<file path="src/rtl/axil_pkg.sv">
// Shared AXI4-Lite constants and FSM state types
// for the CSR counter reader.
package axil_pkg;

  localparam logic [1:0] RESP_OKAY   = 2'b00;
  localparam logic [1:0] RESP_SLVERR = 2'b10;

  localparam logic [4:0] OFF_CYCLE_LO   = 5'h00;
  localparam logic [4:0] OFF_CYCLE_HI   = 5'h04;
  localparam logic [4:0] OFF_INSTRET_LO = 5'h08;
  localparam logic [4:0] OFF_INSTRET_HI = 5'h0C;
  localparam logic [4:0] OFF_CTRL       = 5'h10;

  typedef enum logic {R_IDLE, R_RESP} r_state_e;
  typedef enum logic {W_IDLE, W_RESP} w_state_e;

endpackage

</file>
<file path="src/rtl/csr_counter_axil_reader_if.sv">
// AXI4-Lite bus bundle with master/slave views.
// Channel names follow the AMBA signal names.
interface csr_counter_axil_reader_if #(
  parameter int ADDR_W = 32
) ();
  logic [ADDR_W-1:0] ARADDR;
  logic              ARVALID;
  logic              ARREADY;
  logic [31:0]       RDATA;
  logic [1:0]        RRESP;
  logic              RVALID;
  logic              RREADY;
  logic [ADDR_W-1:0] AWADDR;
  logic              AWVALID;
  logic              AWREADY;
  logic [31:0]       WDATA;
  logic [3:0]        WSTRB;
  logic              WVALID;
  logic              WREADY;
  logic [1:0]        BRESP;
  logic              BVALID;
  logic              BREADY;

  modport master (
    output ARADDR, ARVALID, RREADY,
    output AWADDR, AWVALID,
    output WDATA, WSTRB, WVALID, BREADY,
    input  ARREADY, RDATA, RRESP, RVALID,
    input  AWREADY, WREADY, BRESP, BVALID
  );

  modport slave (
    input  ARADDR, ARVALID, RREADY,
    input  AWADDR, AWVALID,
    input  WDATA, WSTRB, WVALID, BREADY,
    output ARREADY, RDATA, RRESP, RVALID,
    output AWREADY, WREADY, BRESP, BVALID
  );
endinterface

</file>
<file path="src/rtl/cnt_hi_shadow.sv">
// Upper-half shadow of a 64-bit counter: sampled on a LO
// read so {HI,LO} is coherent; bypassed when snapping is off.
module cnt_hi_shadow (
  input  logic        CLK,
  input  logic        RSTn,
  input  logic [63:0] cnt,
  input  logic        latch_en,
  input  logic        snap_en,
  output logic [31:0] hi_out
);

  logic [31:0] shadow_hi;

  always_ff @(posedge CLK or negedge RSTn) begin
    if (!RSTn)
      shadow_hi <= '0;
    else if (latch_en && snap_en)
      shadow_hi <= cnt[63:32];
  end

  assign hi_out = snap_en ? shadow_hi : cnt[63:32];

  logic unused_lo;
  assign unused_lo = &{1'b0, cnt[31:0]};

endmodule

</file>
<file path="src/rtl/csr_counter_axil_reader.sv">
// AXI4-Lite slave exposing 64-bit cycle/instret counters
// as 32-bit LO/HI registers plus a SNAP_EN control bit.
module csr_counter_axil_reader
  import axil_pkg::*;
#(
  parameter int   ADDR_W   = 32,
  parameter logic CTRL_RST = 1'b1
) (
  input  logic        CLK,
  input  logic        RSTn,
  input  logic [63:0] cycle_cnt,
  input  logic [63:0] instret_cnt,
  csr_counter_axil_reader_if.slave bus
);

  r_state_e rs, rs_nxt;
  w_state_e ws, ws_nxt;

  logic              snap_en;
  logic [ADDR_W-1:0] araddr;
  logic [ADDR_W-1:0] awaddr;
  logic [4:0]        ar_off;
  logic              ar_hs;
  logic [31:0]       rd_data;
  logic [1:0]        rd_resp;
  logic [31:0]       cyc_hi;
  logic [31:0]       ins_hi;
  logic [31:0]       rdata_q;
  logic [1:0]        rresp_q;

  assign araddr = bus.ARADDR;
  assign awaddr = bus.AWADDR;
  assign ar_off = araddr[4:0];

  assign bus.ARREADY = (rs == R_IDLE);
  assign bus.RVALID  = (rs == R_RESP);
  assign bus.RDATA   = rdata_q;
  assign bus.RRESP   = rresp_q;
  assign ar_hs       = bus.ARVALID && (rs == R_IDLE);

  cnt_hi_shadow u_cyc_shadow (
    .CLK      (CLK),
    .RSTn     (RSTn),
    .cnt      (cycle_cnt),
    .latch_en (ar_hs && ar_off == OFF_CYCLE_LO),
    .snap_en  (snap_en),
    .hi_out   (cyc_hi)
  );

  cnt_hi_shadow u_ins_shadow (
    .CLK      (CLK),
    .RSTn     (RSTn),
    .cnt      (instret_cnt),
    .latch_en (ar_hs && ar_off == OFF_INSTRET_LO),
    .snap_en  (snap_en),
    .hi_out   (ins_hi)
  );

  // Misaligned and out-of-range offsets all land in default.
  always_comb begin
    rd_data = '0;
    rd_resp = RESP_OKAY;
    unique case (ar_off)
      OFF_CYCLE_LO:   rd_data = cycle_cnt[31:0];
      OFF_CYCLE_HI:   rd_data = cyc_hi;
      OFF_INSTRET_LO: rd_data = instret_cnt[31:0];
      OFF_INSTRET_HI: rd_data = ins_hi;
      OFF_CTRL:       rd_data = {31'b0, snap_en};
      default:        rd_resp = RESP_SLVERR;
    endcase
  end

  always_comb begin
    rs_nxt = rs;
    unique case (rs)
      R_IDLE:  if (ar_hs) rs_nxt = R_RESP;
      R_RESP:  if (bus.RREADY) rs_nxt = R_IDLE;
      default: rs_nxt = R_IDLE;
    endcase
  end

  always_ff @(posedge CLK or negedge RSTn) begin
    if (!RSTn) begin
      rs      <= R_IDLE;
      rdata_q <= '0;
      rresp_q <= RESP_OKAY;
    end else begin
      rs <= rs_nxt;
      if (ar_hs) begin
        rdata_q <= rd_data;
        rresp_q <= rd_resp;
      end
    end
  end

  logic       aw_got, w_got;
  logic [4:0] awoff_q;
  logic       wbit_q, wstb_q;
  logic       aw_hs, w_hs;
  logic       aw_now, w_now;
  logic [4:0] wr_off;
  logic       wr_bit, wr_stb;
  logic       wr_fire, wr_ok;
  logic [1:0] bresp_q;

  assign bus.AWREADY = (ws == W_IDLE) && !aw_got;
  assign bus.WREADY  = (ws == W_IDLE) && !w_got;
  assign bus.BVALID  = (ws == W_RESP);
  assign bus.BRESP   = bresp_q;

  assign aw_hs   = bus.AWVALID && bus.AWREADY;
  assign w_hs    = bus.WVALID && bus.WREADY;
  assign aw_now  = aw_got || aw_hs;
  assign w_now   = w_got || w_hs;
  assign wr_off  = aw_hs ? awaddr[4:0] : awoff_q;
  assign wr_bit  = w_hs ? bus.WDATA[0] : wbit_q;
  assign wr_stb  = w_hs ? bus.WSTRB[0] : wstb_q;
  assign wr_fire = (ws == W_IDLE) && aw_now && w_now;
  assign wr_ok   = (wr_off == OFF_CTRL);

  always_comb begin
    ws_nxt = ws;
    unique case (ws)
      W_IDLE:  if (wr_fire) ws_nxt = W_RESP;
      W_RESP:  if (bus.BREADY) ws_nxt = W_IDLE;
      default: ws_nxt = W_IDLE;
    endcase
  end

  always_ff @(posedge CLK or negedge RSTn) begin
    if (!RSTn) begin
      ws      <= W_IDLE;
      aw_got  <= 1'b0;
      w_got   <= 1'b0;
      awoff_q <= '0;
      wbit_q  <= 1'b0;
      wstb_q  <= 1'b0;
      bresp_q <= RESP_OKAY;
      snap_en <= CTRL_RST;
    end else begin
      ws <= ws_nxt;
      if (wr_fire) begin
        aw_got  <= 1'b0;
        w_got   <= 1'b0;
        bresp_q <= wr_ok ? RESP_OKAY : RESP_SLVERR;
        if (wr_ok && wr_stb)
          snap_en <= wr_bit;
      end else begin
        if (aw_hs) begin
          aw_got  <= 1'b1;
          awoff_q <= awaddr[4:0];
        end
        if (w_hs) begin
          w_got  <= 1'b1;
          wbit_q <= bus.WDATA[0];
          wstb_q <= bus.WSTRB[0];
        end
      end
    end
  end

  logic unused_bits;
  assign unused_bits = &{1'b0, araddr[ADDR_W-1:5],
                         awaddr[ADDR_W-1:5],
                         bus.WDATA[31:1], bus.WSTRB[3:1]};

endmodule

</file>
<file path="src/flat_wrapper.sv">
// flat-port wrapper written by rule: the top's interface ports become plain ports
module csr_counter_axil_reader_flat import axil_pkg::*;
#(
  parameter int   ADDR_W   = 32,
  parameter logic CTRL_RST = 1'b1
)
  (CLK, RSTn, cycle_cnt, instret_cnt, bus_ARADDR, bus_ARVALID, bus_RREADY, bus_AWADDR, bus_AWVALID, bus_WDATA, bus_WSTRB, bus_WVALID, bus_BREADY, bus_ARREADY, bus_RDATA, bus_RRESP, bus_RVALID, bus_AWREADY, bus_WREADY, bus_BRESP, bus_BVALID);
  csr_counter_axil_reader_if #(.ADDR_W(ADDR_W)) bus_i ();
  input  logic CLK;
  input  logic RSTn;
  input  logic [63:0] cycle_cnt;
  input  logic [63:0] instret_cnt;
  input wire logic [$bits(bus_i.ARADDR)-1:0] bus_ARADDR;
  input wire logic [$bits(bus_i.ARVALID)-1:0] bus_ARVALID;
  input wire logic [$bits(bus_i.RREADY)-1:0] bus_RREADY;
  input wire logic [$bits(bus_i.AWADDR)-1:0] bus_AWADDR;
  input wire logic [$bits(bus_i.AWVALID)-1:0] bus_AWVALID;
  input wire logic [$bits(bus_i.WDATA)-1:0] bus_WDATA;
  input wire logic [$bits(bus_i.WSTRB)-1:0] bus_WSTRB;
  input wire logic [$bits(bus_i.WVALID)-1:0] bus_WVALID;
  input wire logic [$bits(bus_i.BREADY)-1:0] bus_BREADY;
  output wire logic [$bits(bus_i.ARREADY)-1:0] bus_ARREADY;
  output wire logic [$bits(bus_i.RDATA)-1:0] bus_RDATA;
  output wire logic [$bits(bus_i.RRESP)-1:0] bus_RRESP;
  output wire logic [$bits(bus_i.RVALID)-1:0] bus_RVALID;
  output wire logic [$bits(bus_i.AWREADY)-1:0] bus_AWREADY;
  output wire logic [$bits(bus_i.WREADY)-1:0] bus_WREADY;
  output wire logic [$bits(bus_i.BRESP)-1:0] bus_BRESP;
  output wire logic [$bits(bus_i.BVALID)-1:0] bus_BVALID;
  assign bus_i.ARADDR = bus_ARADDR;
  assign bus_i.ARVALID = bus_ARVALID;
  assign bus_i.RREADY = bus_RREADY;
  assign bus_i.AWADDR = bus_AWADDR;
  assign bus_i.AWVALID = bus_AWVALID;
  assign bus_i.WDATA = bus_WDATA;
  assign bus_i.WSTRB = bus_WSTRB;
  assign bus_i.WVALID = bus_WVALID;
  assign bus_i.BREADY = bus_BREADY;
  assign bus_ARREADY = bus_i.ARREADY;
  assign bus_RDATA = bus_i.RDATA;
  assign bus_RRESP = bus_i.RRESP;
  assign bus_RVALID = bus_i.RVALID;
  assign bus_AWREADY = bus_i.AWREADY;
  assign bus_WREADY = bus_i.WREADY;
  assign bus_BRESP = bus_i.BRESP;
  assign bus_BVALID = bus_i.BVALID;
  csr_counter_axil_reader #(.ADDR_W(ADDR_W), .CTRL_RST(CTRL_RST)) u_core (.CLK(CLK), .RSTn(RSTn), .cycle_cnt(cycle_cnt), .instret_cnt(instret_cnt), .bus(bus_i));
endmodule
</file>
<file path="config.mk">
export PLATFORM = sky130hd
export DESIGN_NAME = csr_counter_axil_reader_flat
export DESIGN_NICKNAME = d
export VERILOG_FILES = /design/src/rtl/axil_pkg.sv /design/src/rtl/csr_counter_axil_reader_if.sv /design/src/rtl/cnt_hi_shadow.sv /design/src/rtl/csr_counter_axil_reader.sv /design/src/flat_wrapper.sv
export SDC_FILE = /design/constraint.sdc
export NUM_CORES = 1
export LEC_CHECK = 0
export BUFFER_PORTS_ARGS = -buffer_cell sky130_fd_sc_hd__buf_2
export CAP_MARGIN = 20
export CORE_UTILIZATION = 50
export DETAILED_ROUTE_END_ITERATION = 10
export PLACE_DENSITY = 0.93
export SYNTH_ARGS = -nofsm -noshare
export SYNTH_HDL_FRONTEND = slang
export SYNTH_SLANG_ARGS = --single-unit
</file>
<file path="constraint.sdc">
create_clock -name CLK -period 5.72 [get_ports CLK]
set_input_delay 0.572 -clock CLK [delete_from_list [all_inputs] [get_ports CLK]]
set_output_delay 0.572 -clock CLK [all_outputs]
set_load 0.01 [all_outputs]
</file>
; Word level (Yosys, flattened, before mapping)
; Cells that the tools add are included.
[op_classes]
n_eq_ne = 5
n_mux = 18
bitwise = 2
reduce_logical = 21
[op_table]
columns = operator, n
row1 = case mux 32 bit (5 select lines), 1
row2 = two-way mux 32 bit, 2
row3 = logical AND 1 bit, 12
row4 = equality test 5 x 4 -> 1 bit (second input constant), 2
row5 = equality test 5 bit (second input constant), 2
row6 = two-way mux 1 bit, 10
row7 = equality test 5 x 3 -> 1 bit (second input constant), 1
row8 = zero test 5 bit, 1
row9 = two-way mux 5 bit, 1
row10 = OR reduction 5 bit, 1
row11 = two-way mux 2 bit, 2
row12 = case mux 1 bit (2 select lines), 2
row13 = nonzero test 2 bit, 2
row14 = zero test 1 bit, 2
row15 = logical OR 1 bit, 2
row16 = inverter 1 bit, 2
row17 = AND reduction 2 bit, 1
[totals]
reg_bits = 112
output_inout_bits = 41
wordCells = 59

; Longest topological paths before layout
; Gate-level depths: netlist of the first run.
[depth]
depth_word = 8
ltp_mapped = 6
ltp_nobuf = 4

; Modules after synthesis
; A second synthesis of the first run with hierarchy kept.
[unflattened]
hier_cells = 384
hier_area_um2 = 6085.8
[by_module_without_submodules]
columns = module, n_inst, cells_per_inst, area_each_um2, seq_area_each_um2
row1 = cnt_hi_shadow, 2, 104, 1709.1, 800.8
row2 = csr_counter_axil_reader, 1, 176, 2667.6, 1152.4

; Least setup slack after synthesis of the first run
; OpenSTA, ideal clock, no wires.
[synth_path]
path_kind = in2reg
from = input port bus_ARADDR[3]
to = register u_core.rdata_q[23], in the netlist u_core.bus.RDATA[23]
arrival_time_ns = 1.788
required_ns = 5.586
setup_slack_ns = 3.798
path_stages = 5
path_buffers = 2
cell_sequence = buf_2 clkbuf_1 mux4_2 a222oi_1 o21ai_0
[synth_via]
elab_chain_cells = 2
word_cells_on_any_way = 6
cone_classes = 4 x eq/ne / 1 x mux / 1 x reduce/logical
[synth_rtl]
columns = item, line
row1 = start: declaration, flat_wrapper.sv:13  ; input wire logic [$bits(bus_i.ARADDR)-1:0] bus_ARADDR;
row2 = "equality test 5 bit, or another cell as far along", csr_counter_axil_reader.sv:63  ; unique case (ar_off)
row3 = case mux 32 bit (5 select lines) *, csr_counter_axil_reader.sv:63
row4 = end signal: assignment, csr_counter_axil_reader.sv:90  ; rdata_q <= rd_data;
row5 = end: declaration, csr_counter_axil_reader.sv:28  ; logic [31:0] rdata_q;
; Mark *: on every way between the ends. The rest lies on a longest branch, timed or not.
; A chain may end at the register's enable or synchronous reset.

; Worst setup path after layout of the first run
[layout_path]
from = input port bus_ARADDR[3]
to = register u_core.u_ins_shadow.shadow_hi[13]
[layout_via]
elab_chain_cells = 3
[layout_rtl]
columns = item, line
row1 = equality test 5 x 4 -> 1 bit, csr_counter_axil_reader.sv:54  ; .latch_en (ar_hs && ar_off == OFF_INSTRET_LO),
row2 = logical AND 1 bit, csr_counter_axil_reader.sv:54
row3 = logical AND 1 bit, cnt_hi_shadow.sv:17  ; else if (latch_en && snap_en)
row4 = end signal: assignment, cnt_hi_shadow.sv:18  ; shadow_hi <= cnt[63:32];
row5 = end: declaration, cnt_hi_shadow.sv:12  ; logic [31:0] shadow_hi;
; Every way passes these cells.

==> metrics.cfg, run 1 <==
[status]
outcome = complete, no violations

[placed_design]
io_buffers = 185
pre_cts_slack_ns = 2.24
dp_hpwl_mm = 10.4
placed_area_sq_um = 6490
gp_congestion = 0.812

[layout]
layout-drive-gt1-share = 0.547
syn_to_final_growth_pct = 22.5
antenna_cells = 0
nets = 793
final_common_cell = buf_2
layout_common_cells = buf_2, dfrtp_1, mux2_2
final_area_sq_um = 6750

[floorplan]
die_w_um = 107
coreArea_sq_um = 10500
start_util = 0.524
io-pin-count = 276
die_h_um = 107
row_count = 37
die-area_sq_um = 11400

[critical_path]
cp_cell_sequence = buf_2 > and3b_1 > buf_4 > nand3_2 > mux2_2
worstSetupPathType = input pin to register
slowest_delay_ns = 0.82
crit_family = simple AND/OR/NAND/NOR gates
cp_slowest_cell = nand3_2
start_kind = input pin
rrSetupSlack_ns = 2.85
crit_buf_inv = 2
critPathLaunch = bus_ARADDR[3]
cp_max_fo = 36
end_kind = register
timing.rr.start = u_core.snap_en
arrival_ns = 3.37
required_ns = 5.99

[route]
ant_nets = 0
drt_iter0_drc = 391
dr.pass1.iters = 8
viasPerCell = 6.22
vias = 4345
wire_per_inst_um = 21.4
post-route-drc-count = 0
routed_wl_mm = 15.0

[sta]
final.period_utilization = 0.543
setup_tns_ns = 0
period_minus_slack_ns = 3.10
maxSlewViolCount = 0
setup_viol = 0
rsz0062_at_grt = false
holdWs_ns = 0.216
postLayoutSetupSlackWorst_ns = 2.62
tightest_slew_ns = 0.963
hold_viol_final = 0
max_clock_freq_mhz = 322
slew_headroom = 0.357
fin_skew_ns = 0.00650

[min_path]
hp-class = input pin to asynchronous set/reset pin

[global_route]
grt_pass1_vias = 4521
grt.overflow.total = 0
grt_max_degree = 58
grt_pass1_wl_mm = 22.8
grt_antenna_before_repair = 2
grtUsageTotal = 0.268

[clocking]
htree_num_levels = 3
cts_made_buffers = 9
clkTransAtPathRegs_ns = 0.10
cts-hold-fix-buffers = 0
post-cts-setup-buffers = 0
post_cts_resized = 0
clock_latency_ns = 0.38
cts_sinks = 110
cts_tree = built
max-clock-path-buffers = 2
cts_root_buffer = clkbuf_8

[power]
leakage_nw = 3.42
ir_drop_mv = 0.256
power_density_nw_per_um2 = 283

[yosys]
syn_avg_cell_area_sq_um = 14.3
ys_ff_latch = 110
syn-cell-area_sq_um = 5510
ys_warn_count = 0
yosysSeqAreaShare = 0.500
synth_cell_type_count = 37
synthCells = 385

[flow_run]
drv_cap = 0

## cell type report
cell class / instances / area, sq um
clock buffers: 13 / 169
clock inverters: 3 / 65.1
fillers: 789 / 3760
inverters: 2 / 7.51
multi-input cells: 242 / 2580
flip-flops and latches: 110 / 2750
well taps: 136 / 170
repair buffers: 193 / 1010
## kinds of logic after synthesis
logic type | Yosys count | share of synthesized area
flops | 110 | 0.500
mux | 107 | 0.312
compound gates | 71 | 0.0952
simple gates | 62 | 0.0561
buf+inv | 34 | 0.0359
other cells | 1 | 0.000681
## flip-flops by register name, indices dropped and copies added, names as in the netlist
name                           flops
u_core.aw_got                      1
u_core.awoff_q                     5
u_core.bus.BRESP                   1
u_core.bus.BVALID                  1
u_core.bus.RDATA                  32
u_core.bus.RRESP                   1
u_core.bus.RVALID                  1
u_core.snap_en                     1
u_core.u_cyc_shadow.shadow_hi     32
u_core.u_ins_shadow.shadow_hi     32
u_core.w_got                       1
u_core.wbit_q                      1
u_core.wstb_q                      1
## power breakdown
part / switching, mW / internal [mW] / total, mW
registers: 0.0665 / 0.853 / 0.919
clock network: 0.259 / 0.282 / 0.541
logic: 0.197 / 0.254 / 0.450
total: 0.522 / 1.39 / 1.91
## cells in the mapped netlist, drive strengths merged
cell | instances | share of area
buf | 19 | 0.026
and3b | 1 | 0.0016
o21ai | 35 | 0.032
clkbuf | 13 | 0.0089
nor4b | 2 | 0.0043
or2 | 1 | 0.0011
nor4 | 2 | 0.0023
nor3b | 2 | 0.0036
a211oi | 1 | 0.0014
conb | 1 | 0.00068
a221oi | 1 | 0.0016
inv | 2 | 0.0014
nand4b | 1 | 0.0016
mux4 | 32 | 0.14
or3b | 1 | 0.0016
and2 | 1 | 0.0011
o21bai | 1 | 0.0014
nand2 | 35 | 0.024
mux2 | 73 | 0.17
nor2 | 8 | 0.0055
nor3 | 1 | 0.00091
mux2i | 2 | 0.0036
nor2b | 2 | 0.0023
nand3 | 5 | 0.0064
dfstp | 1 | 0.0048
dfrtp | 109 | 0.50
o21a | 2 | 0.0027
a222oi | 31 | 0.056
## worst reg2reg max path, cell delays in order, from the launching register on
cell     delay, ns
dfstp_2       0.85
buf_4         0.47
nand3_2       0.84
mux2_2        0.60
## per-stage QoR
step            util  cells  total power, mW
3_5_place_dp   0.617    682             1.38
4_1_cts        0.640    698             1.92
6_report       0.642    699             1.91
5_1_grt        0.642    699             2.00
3_3_place_gp   0.617    682             1.35
2_1_floorplan      -    386             1.23
## layer usage
metal	GRT usage	wire (um)
met3	0.0626	1270
met4	0.115	307
met2	0.451	7450
met5	0	24
met1	0.330	5940
## worst paths after layout
path,to,cells after the start
max reg2reg,u_core.u_ins_shadow.shadow_hi[13],3
min reg2reg,u_core.bus.RDATA[15],2
max in group asynchronous,u_core.bus.RRESP[1],2
max,u_core.u_ins_shadow.shadow_hi[13],5
min in group CLK,u_core.bus.BVALID,2
min,u_core.bus.RDATA[12],1
Note: power is estimated with default switching activity, not from simulation.
==> run 2, diff against run 1 <==
- ABC_AREA: not set -> 1
- CORE_UTILIZATION: 50 -> 48
- PLACE_DENSITY: 0.93 -> 0.89
- clock period: 5.72 -> 3.2 ns (I/O delays scaled with it)
==> run 2 against run 1 <==
  * The run now ends with hold timing left
  * Sequential cell count unchanged
  * Synthesized area up 9.2%
  * Power up 110%
  * Combinational power up 130%
  * Design area up 8.5%
  * Critical path depth up 1
  * Setup slack worse by 1.6 ns
  * Critical endpoint is now u_core.u_cyc_shadow.shadow_hi[4]
  * Largest power group unchanged
==> metrics.cfg, run 2 <==
[clocking]
cts_made_buffers = 9  ; unchanged
htree_num_levels = 3  ; unchanged
cts-hold-fix-buffers = 0  ; unchanged
clock_latency_ns = 0.35  ; -0.03 ns
cts_root_buffer = clkbuf_16
cts_sinks = 110  ; unchanged
cts_tree = built
max-clock-path-buffers = 2  ; unchanged
post_cts_resized = 0  ; unchanged
clkTransAtPathRegs_ns = 0.07  ; -0.03 ns
post-cts-setup-buffers = 0  ; unchanged

[yosys]
syn-cell-area_sq_um = 6010  ; +9.2%
synthTopCellsByArea = dfrtp_1, nand2_1, o21ai_1, inv_1, o21a_1
post-synth-top-area-cell = dfrtp_1
netlist.area_leader.share = 0.454  ; -0.0415
yosysSeqAreaShare = 0.458  ; -0.0419
synth_cell_type_count = 26  ; -30%
ys.flop_type = dfrtp_1
syn_avg_cell_area_sq_um = 7.25  ; -49%
synth_edf_count = 0  ; unchanged
synthCells = 829  ; +120%
ys_warn_count = 0  ; unchanged
yosys.cell_count.top_type = nand2_1
async_flop_share = 1.00  ; unchanged
ys_ff_latch = 110  ; unchanged
synth.top_cells.by_count = nand2_1, o21ai_1, dfrtp_1, inv_1, o21ai_0

[placed_design]
gp_congestion = 0.838  ; +3.3%
io_buffers = 185  ; unchanged
placed_area_sq_um = 6970  ; +7.5%
dp_hpwl_mm = 10.8  ; +4.2%
dp_cells = 1144  ; +68%
pre_cts_slack_ns = 1.02  ; -1.22 ns

[sta]
maxSlewViolCount = 0  ; unchanged
hold_viol_final = 7  ; +7
holdWs_ns = -0.00804  ; -0.224 ns
tightest_slew_ns = 1.03  ; +0.0655 ns
max_clock_freq_mhz = 458
period_minus_slack_ns = 2.18
final.period_utilization = 0.682
setup_tns_ns = 0  ; unchanged
fin_skew_ns = 0.00504  ; -0.00146 ns
rsz0062_at_grt = false
postLayoutSetupSlackWorst_ns = 1.02  ; -1.60 ns
slew_headroom = 0.313  ; -0.0437
setup_viol = 0  ; unchanged

[route]
vias = 5827  ; +34%
routed_wl_mm = 15.5  ; +3.2%
drt_iter0_drc = 575  ; +47%
ant_nets = 0  ; unchanged
dr.pass1.iters = 5  ; -3
viasPerCell = 5.02  ; -19%
wire_per_inst_um = 13.3  ; -38%
post-route-drc-count = 0  ; unchanged

[global_route]
grt.overflow.total = 0  ; unchanged
grt_pass1_wl_mm = 25.0  ; +9.9%
grt_pass1_vias = 5291  ; +17%
grt_antenna_before_repair = 1  ; -1
grtUsageTotal = 0.248  ; -0.0192
grt_max_degree = 65  ; +12%

[layout]
layout_common_cells = nand2_1, buf_2, o21ai_1
final_common_cell = nand2_1
layout-drive-gt1-share = 0.229  ; -0.318
fin_cells = 1161  ; +66%
syn_to_final_growth_pct = 21.8
nFillCells = 1124  ; +42%
nets = 1222  ; +54%
final_area_sq_um = 7320  ; +8.5%

[critical_path]
required_ns = 3.43  ; -2.56 ns
end_kind = register
reg2reg_depth = 6  ; +3
start_kind = register
arrival_ns = 2.42  ; -0.95 ns
cp_max_fo = 43  ; +19%
timing.rr.start = u_core.snap_en
rrSetupSlack_ns = 1.02  ; -1.83 ns
worstSetupPathType = register to register
worstReg2RegEnd = u_core.u_cyc_shadow.shadow_hi[4]

[power]
power_density_nw_per_um2 = 546  ; +93%
ir_drop_mv = 0.621  ; +140%
leakage_nw = 3.99  ; +17%

[floorplan]
coreArea_sq_um = 12100  ; +15%
die_h_um = 114  ; +6.5%
start_util = 0.496  ; -0.0277
die-area_sq_um = 13000  ; +13%
io-pin-count = 276  ; unchanged
die_w_um = 114  ; +6.5%
row_count = 40  ; +8.1%

[status]
outcome = finished with violations
violations = hold timing

[min_path]
hp-class = input pin to asynchronous set/reset pin

[flow_run]
drv_cap = 0  ; unchanged

run 2: cell types whose count changed after synthesis, sizes merged, moves of 31 or more:
cell	change
a222oi	-31
inv	+80
mux2	-71
mux4	-32
nand2	+279
o21ai	+127
run 2: worst max-delay path by stage:
stage	from	endpoint	slack [ns]
CTS	u_core.snap_en	u_core.u_cyc_shadow.shadow_hi[4]	1.00
global placement	u_core.snap_en	u_core.u_cyc_shadow.shadow_hi[4]	1.05
global route	u_core.snap_en	u_core.u_cyc_shadow.shadow_hi[4]	0.87
finish	u_core.snap_en	u_core.u_cyc_shadow.shadow_hi[4]	1.02
detailed placement	u_core.snap_en	u_core.u_cyc_shadow.shadow_hi[4]	1.02
floorplan	u_core.snap_en	u_core.u_cyc_shadow.shadow_hi[0]	1.85
run 2: worst max-delay path: stages, from the launching register on:
cell and delay [ns]:
dfstp_4 0.74, inv_2 0.11, nor2_2 0.16, nand2_2 0.48
buf_4 0.42, nand2_1 0.08, o21ai_1 0.06
run 2: cell type report:
type	count	area, sq um	share of cell area
Clock buffer	10	239	0.0326
Clock inverter	6	109	0.0149
Sequential cell	110	2760	0.376
Inverter	82	308	0.0420
Antenna cell	1	2.50	0.000342
Tap cell	168	210	0.0287
Timing Repair Buffer	196	1040	0.141
Multi-Input combinational cell	588	2660	0.364
run 2: cells by family after synthesis:
group,share of synthesized area
AND/OR/NAND/NOR,0.252
multiplexers,0.00375
AO/OA/AOI/OAI,0.185
flip-flops,0.458
other,0.000624
buffers and inverters,0.100
run 2: per-stage QoR:
stage	utilization	power, mW
after floorplan	-	2.46
after global placement	0.576	2.70
after detailed placement	0.576	2.73
after CTS	0.605	4.03
after global routing	0.605	4.25
final	0.605	4.00
run 2: metal layers:
layer,share of wire,GRT usage
met5,0,0
met4,0.024,0.0944
met3,0.073,0.0579
met2,0.45,0.389
met1,0.45,0.335
run 2: power breakdown:
group          switching, mW  leakage (nW)  internal (mW)  total [mW]
logic                  0.648          2.32          0.390        1.04
clock network          0.503         0.172          0.785        1.29
registers              0.117          1.49           1.56        1.67
